<file path="src/rtl/seq_scan_pkg.sv">
// ============================================================================
// Module  : seq_scan_pkg
// Brief   : Shared state encodings for the 101-pattern frame scanner.
// Revision: 1.0 - initial release
// ============================================================================
`default_nettype none

package seq_scan_pkg;

    typedef enum logic [1:0] {
        IDLE  = 2'd0,
        LOAD  = 2'd1,
        SHIFT = 2'd2,
        DONE  = 2'd3
    } scan_state_e;

    // S1: last bit was 1; S2: last two bits were 1,0
    typedef enum logic [1:0] {
        S0 = 2'd0,
        S1 = 2'd1,
        S2 = 2'd2
    } det_state_e;

endpackage

`default_nettype wire

</file>
<file path="src/rtl/seq101_det.sv">
// ============================================================================
// Module  : seq101_det
// Brief   : Overlapping "101" detector, one bit per enabled cycle.
// Revision: 1.0 - initial release
// ============================================================================
`default_nettype none

module seq101_det
    import seq_scan_pkg::*;
(
    input  logic clk,
    input  logic reset,
    input  logic clr,
    input  logic bit_en,
    input  logic bit_in,
    output logic match
);

    det_state_e state_q;
    det_state_e state_d;

    always_comb begin
        state_d = state_q;
        match   = 1'b0;
        if (clr) begin
            state_d = S0;
        end else if (bit_en) begin
            unique case (state_q)
                S0: state_d = bit_in ? S1 : S0;
                S1: state_d = bit_in ? S1 : S2;
                S2: begin
                    // The completing 1 is also the start of the next candidate
                    state_d = bit_in ? S1 : S0;
                    match   = bit_in;
                end
                default: state_d = S0;
            endcase
        end
    end

    always_ff @(posedge clk) begin
        if (reset) begin
            state_q <= S0;
        end else begin
            state_q <= state_d;
        end
    end

endmodule

`default_nettype wire

</file>
<file path="src/rtl/seq_scan_ctrl.sv">
// ============================================================================
// Module  : seq_scan_ctrl
// Brief   : Serialises framed bytes MSB first and counts "101" occurrences.
// Revision: 1.0 - initial release
// ============================================================================
`default_nettype none

module seq_scan_ctrl
    import seq_scan_pkg::*;
#(
    parameter int DATA_W = 8,
    parameter int CNT_W  = 8
) (
    input  logic              clk,
    input  logic              reset,
    input  logic              in_valid,
    input  logic [DATA_W-1:0] in_data,
    input  logic              in_last,
    output logic              in_ready,
    output logic              busy,
    output logic              done,
    output logic [CNT_W-1:0]  match_cnt
);

    localparam int              BIT_W    = (DATA_W > 1) ? $clog2(DATA_W) : 1;
    localparam logic [BIT_W-1:0] LAST_BIT = BIT_W'(DATA_W - 1);
    localparam logic [CNT_W-1:0] CNT_MAX  = '1;

    scan_state_e       state_q,    state_d;
    logic [DATA_W-1:0] shreg_q,    shreg_d;
    logic [BIT_W-1:0]  bit_cnt_q,  bit_cnt_d;
    logic              last_q,     last_d;
    logic [CNT_W-1:0]  cnt_q,      cnt_d;
    logic              in_ready_q, in_ready_d;
    logic              busy_q,     busy_d;
    logic              done_q,     done_d;

    logic accept;
    logic det_clr;
    logic det_en;
    logic det_match;

    assign accept  = in_valid && in_ready_q;
    assign det_clr = accept && (state_q == IDLE);
    assign det_en  = (state_q == SHIFT);

    seq101_det u_det (
        .clk    (clk),
        .reset  (reset),
        .clr    (det_clr),
        .bit_en (det_en),
        .bit_in (shreg_q[DATA_W-1]),
        .match  (det_match)
    );

    always_comb begin
        state_d   = state_q;
        shreg_d   = shreg_q;
        bit_cnt_d = bit_cnt_q;
        last_d    = last_q;
        cnt_d     = cnt_q;
        unique case (state_q)
            IDLE, LOAD: begin
                if (accept) begin
                    shreg_d   = in_data;
                    last_d    = in_last;
                    bit_cnt_d = '0;
                    state_d   = SHIFT;
                    if (state_q == IDLE) begin
                        cnt_d = '0;
                    end
                end
            end
            SHIFT: begin
                shreg_d   = shreg_q << 1;
                bit_cnt_d = bit_cnt_q + 1'b1;
                if (det_match && (cnt_q != CNT_MAX)) begin
                    cnt_d = cnt_q + 1'b1;
                end
                if (bit_cnt_q == LAST_BIT) begin
                    state_d = last_q ? DONE : LOAD;
                end
            end
            DONE: begin
                state_d = IDLE;
            end
            default: state_d = IDLE;
        endcase

        // Outputs are decoded from the next state so they register alongside it
        in_ready_d = (state_d == IDLE) || (state_d == LOAD);
        busy_d     = (state_d != IDLE);
        done_d     = (state_d == DONE);
    end

    always_ff @(posedge clk) begin
        if (reset) begin
            state_q    <= IDLE;
            shreg_q    <= '0;
            bit_cnt_q  <= '0;
            last_q     <= 1'b0;
            cnt_q      <= '0;
            in_ready_q <= 1'b1;
            busy_q     <= 1'b0;
            done_q     <= 1'b0;
        end else begin
            state_q    <= state_d;
            shreg_q    <= shreg_d;
            bit_cnt_q  <= bit_cnt_d;
            last_q     <= last_d;
            cnt_q      <= cnt_d;
            in_ready_q <= in_ready_d;
            busy_q     <= busy_d;
            done_q     <= done_d;
        end
    end

    assign in_ready  = in_ready_q;
    assign busy      = busy_q;
    assign done      = done_q;
    assign match_cnt = cnt_q;

endmodule

`default_nettype wire

</file>
<file path="config.mk">
export PLATFORM = sky130hd
export DESIGN_NAME = seq_scan_ctrl
export DESIGN_NICKNAME = d
export VERILOG_FILES = /design/src/rtl/seq_scan_pkg.sv /design/src/rtl/seq101_det.sv /design/src/rtl/seq_scan_ctrl.sv
export SDC_FILE = /design/constraint.sdc
export NUM_CORES = 1
export LEC_CHECK = 0
export ABC_AREA = 1
export CAP_MARGIN = 10
export CORE_MARGIN = 1
export CORE_UTILIZATION = 50
export DETAILED_ROUTE_END_ITERATION = 8
export PLACE_DENSITY = 0.85
export SLEW_MARGIN = 40
export SYNTH_ARGS = -nofsm -noshare
export SYNTH_HDL_FRONTEND = slang
export SYNTH_SLANG_ARGS = --single-unit
export TNS_END_PERCENT = 30
</file>
<file path="constraint.sdc">
create_clock -name clk -period 3.5 [get_ports clk]
set_input_delay 1.05 -clock clk [delete_from_list [all_inputs] [get_ports clk]]
set_output_delay 1.05 -clock clk [all_outputs]
set_load 0.02 [all_outputs]
</file>
After elaboration in Yosys (flattened, before gate mapping)
Index checks and enable logic that the tools add are counted.

Bits of input ports: 12. Flip-flop bits (word level): 27. Word-level logic and storage cells: 56.

Reduce and logical (&&, ||, !) cells: 15. Mux-type cells: 18. Equal/unequal tests: 12. $add $sub $neg: 2.

Operators by type and width (count): $mux W8 (4); $pmux W8 S2 (2); $add A8 B1 Y8 const B (1); $eq A2 B2 Y1 const B (4); $mux W2 (4); $ne A8 B8 Y1 const B (1); $eq A2 B1 Y1 const B (3); $logic_not A2 Y1 (3); $pmux W2 S3 (1); $pmux W3 S2 (1); $reduce_or A2 Y1 (3); $mux W1 (4); $ne A2 B2 Y1 const B (2); $pmux W2 S2 (1); $reduce_and A2 Y1 (2); $reduce_and A4 Y1 (1); $reduce_bool A2 Y1 (2); $add A3 B1 Y3 const B (1); $eq A3 B3 Y1 const B (1); $logic_and A1 B1 Y1 (3); $mux W3 (1); $ne A2 B1 Y1 const B (1); $logic_or A1 B1 Y1 (1).

Logic depth before layout (Yosys ltp)
Depth in word-level cells: 7. Depth in mapped cells: 9.

Hierarchy
From an unflattened synthesis, not the netlist that was laid out.

Cell total of the unflattened synthesis: 179. Area, all modules: 1262.5 µm².

By module, submodules not included: seq_scan_ctrl (cells an instance 161, area each 1136.1 µm², seq. area each 500.5 µm², times used 1); seq101_det (cells an instance 18, area each 126.4 µm², seq. area each 40.0 µm², times used 1).

Least setup slack after synthesis
Ideal clock, no wire load.

Kind: input -> register. From: in reset. To: reg shreg_q[5]. Slack: 1.765 ns. Library setup time: 0.074 ns. Data arrival time: 1.661 ns. Stages: 5. Data required time: 3.426 ns. Cell sequence: buf_2 > inv_1 > clkbuf_8 > o21ai_0 > a31oi_1.

RTL lines: from (decl) (RTL line seq_scan_ctrl.sv:15) `input logic reset,`; to (signal assigned) (RTL line seq_scan_ctrl.sv:108) `shreg_q <= shreg_d;`; to (decl) (RTL line seq_scan_ctrl.sv:30) `logic [DATA_W-1:0] shreg_q, shreg_d;`.

Worst setup path in the final report
From: reg cnt_q[2], in the netlist match_cnt[2]. To: out match_cnt[2].

RTL lines: from (decl) (RTL line seq_scan_ctrl.sv:33) `logic [CNT_W-1:0] cnt_q, cnt_d;`; from (signal assigned) (RTL line seq_scan_ctrl.sv:111) `cnt_q <= cnt_d;`; to (decl) (RTL line seq_scan_ctrl.sv:22) `output logic [CNT_W-1:0] match_cnt`.

No word-level cell between the ends.

==> flow_summary.json <==
{
  "netlist_top_cells_count": "50 x nand2_1, 27 x dfxtp_1, 16 x a21oi_1, 12 x nor2_1, 11 x o21ai_0",
  "cpLargestDelayFamily": "buffers and inverters",
  "cts_sinks": 27,
  "place_area_mm2": 0.00146,
  "worstPathArrival_ps": 1410,
  "initial_core_util_pct": 54.8,
  "post_drt_wl_per_cell_um": 11.3,
  "dr.pass1.iters": 4,
  "async_flop_share_pct": 0,
  "die_y_um": 51.9,
  "p_sw_share_pct": 26.6,
  "numCtsBuffers": 3,
  "portBuffers": 22,
  "setup_ws_ps": 1040,
  "final.setup_skew_ps": 3.69,
  "ios": 23,
  "p_total_mw": 0.553,
  "slew_viol_final": 0,
  "clock_latency_ps": 310,
  "die_x_um": 51.9,
  "use_met1_pct": 20.1,
  "routed_via_density": 5.26,
  "synth_most_common_cell": "nand2_1",
  "power_frac_seq_pct": 60.8,
  "grt_pass1_vias": 1019,
  "fmax_mhz": 407,
  "cts_tree": "done",
  "total_leakage_power_nw": 0.566,
  "cts_hold_buf": 0,
  "rsz0062_at_grt": "false",
  "path_cells": "clkdlybuf4s50_1",
  "startpoint_type": "register",
  "core-area_mm2": 0.00228,
  "utilization_pct": 65.4,
  "dp_slack_ps": 1030,
  "cp-end-kind": "output pin",
  "clk_pin_slew_ps": 130,
  "drt_iter0_drc": 24,
  "hpwl_um": 1920,
  "cts_root_buf": "clkbuf_4",
  "fin_nets": 205,
  "multi_input_area_um2": 618,
  "max_stage_delay_ps": 650,
  "routed_wl_um": 2450,
  "area_growth_pct": 19.5,
  "rows": 17,
  "synth_top_area_share_pct": 43.4,
  "slew_headroom_pct": 72.4,
  "dieArea_mm2": 0.00270,
  "fin_area_mm2": 0.00149,
  "clockBufferDepth": 2,
  "ys_seq_elements": 27,
  "period_share_pct": 70.3,
  "grt_pass1_wl_um": 3870,
  "h-tree-depth": 1,
  "synth_cell_types": 22,
  "p_comb_share_pct": 16.3,
  "cap_violations": 0,
  "post_cts_buffers": 0,
  "yosys-top-cells-area": "dfxtp_1 43%, nand2_1 15%, a21oi_1 6.4%",
  "use_met3_pct": 3.80,
  "fin_crit_ps": 2460,
  "grt_usage_pct": 19.5,
  "drc": 0,
  "power.density_mw_per_mm2": 372,
  "postRouteAntennaNets": 0,
  "ys_seq_area_share_pct": 43.4,
  "vias": 1142,
  "drive_gt1_share_pct": 11.1,
  "grt_max_degree": 18,
  "worst_slew_pin_slew_ps": 414,
  "synthCells": 168,
  "syn_avg_cell_area_um2": 7.42,
  "gp_congestion": 0.861,
  "synth_top_flop_cell": "dfxtp_1",
  "post_cts_resized": 0,
  "hold_path.class": "reg -> reg",
  "overflow": 0,
  "ir_worst_vdd_mv": 0.344,
  "p_int_mw": 0.406,
  "grt_busiest_layer": "met2",
  "synthesis.area_mm2": 0.00125,
  "synth_edf_count": 0,
  "finalHoldViolations": 0,
  "synth_top_area_cell": "dfxtp_1",
  "crit_slowest_cell": "clkdlybuf4s50_1",
  "seqCellArea_um2": 541,
  "power_frac_clock_pct": 22.8,
  "yosysWarningCount": 0,
  "antenna_found_initial": 0,
  "crit_buf_inv": 1,
  "fill_cells": 205,
  "power.switching_mw": 0.147,
  "crit_type": "reg -> out",
  "diodes": 0,
  "outcome": "finished, final reports clean",
  "worstPathRequired_ps": 2450,
  "fin_setup_tns_ps": 0,
  "synthesis.nets": 183,
  "grt_use_met2_pct": 36.3,
  "setup-violations-final": 0,
  "critical_path.max_fanout": 6
}
flip-flops by register name, summed over array words and instances, names as in the netlist:
register	count
match_cnt	8
in_ready	1
last_q	1
state_q	2
bit_cnt_q	3
busy	1
u_det.state_q	2
done	1
shreg_q	8
routing by layer:
| metal | vias up | share of wire [%] |
|---|---|---|
| met5 | - | 0 |
| met4 | 0 | 0.65 |
| met3 | 2 | 3.1 |
| met2 | 20 | 54 |
| met1 | 527 | 42 |
| li1 | 593 | - |
worst paths after layout:
path	end	cells after the start	slack [ps]	startpoint
setup / recovery	match_cnt[2]	1	1040	match_cnt[2]
hold / removal	last_q	2	470	last_q
hold reg to reg	last_q	2	470	last_q
setup reg to reg	match_cnt[5]	9	2100	match_cnt[0]
cell families (layout without fill, tap and decap cells):
family,after synthesis,in the layout,synth area share (%)
fa+ha+maj,3,3,3.01
flops,27,27,43.4
buf+inv,18,39,7.03
simple gates,83,83,30.6
compound gates,37,37,16.0
stage by stage:
stage / instances / hold WS [ps]
global placement: 213 / 451
floorplan: 168 / 430
detailed placement: 213 / 453
CTS: 217 / 473
finish: 217 / 469
global route: 217 / 496
placed cells by master, fill, tap and decap left out, types with 5 or more instances in the layout:
cell type        count
o21ai_0             11
nor2_1              12
a21oi_1             16
clkdlybuf4s50_1     22
nand2_1             50
a31oi_1              7
nand3_1              6
inv_1                9
nand2_2              5
dfxtp_1             27
power by group through the flow:
stage | Sequential, mW | Clock, mW | Combinational [mW]
final | 0.337 | 0.126 | 0.0904
after CTS | 0.336 | 0.133 | 0.0904
after global placement | 0.343 | 0 | 0.0864
after global routing | 0.338 | 0.145 | 0.101
after detailed placement | 0.343 | 0 | 0.0902
after floorplan | 0.344 | 0 | 0.0639
final cells by class:
class,count,share of cell area [%]
Clock buffer,4,1.76
Multi-Input combinational cell,123,41.5
Timing Repair Buffer,22,14.8
Inverter,13,3.28
Tap cell,28,2.35
Sequential cell,27,36.3
(Power assumes the default switching activity.)
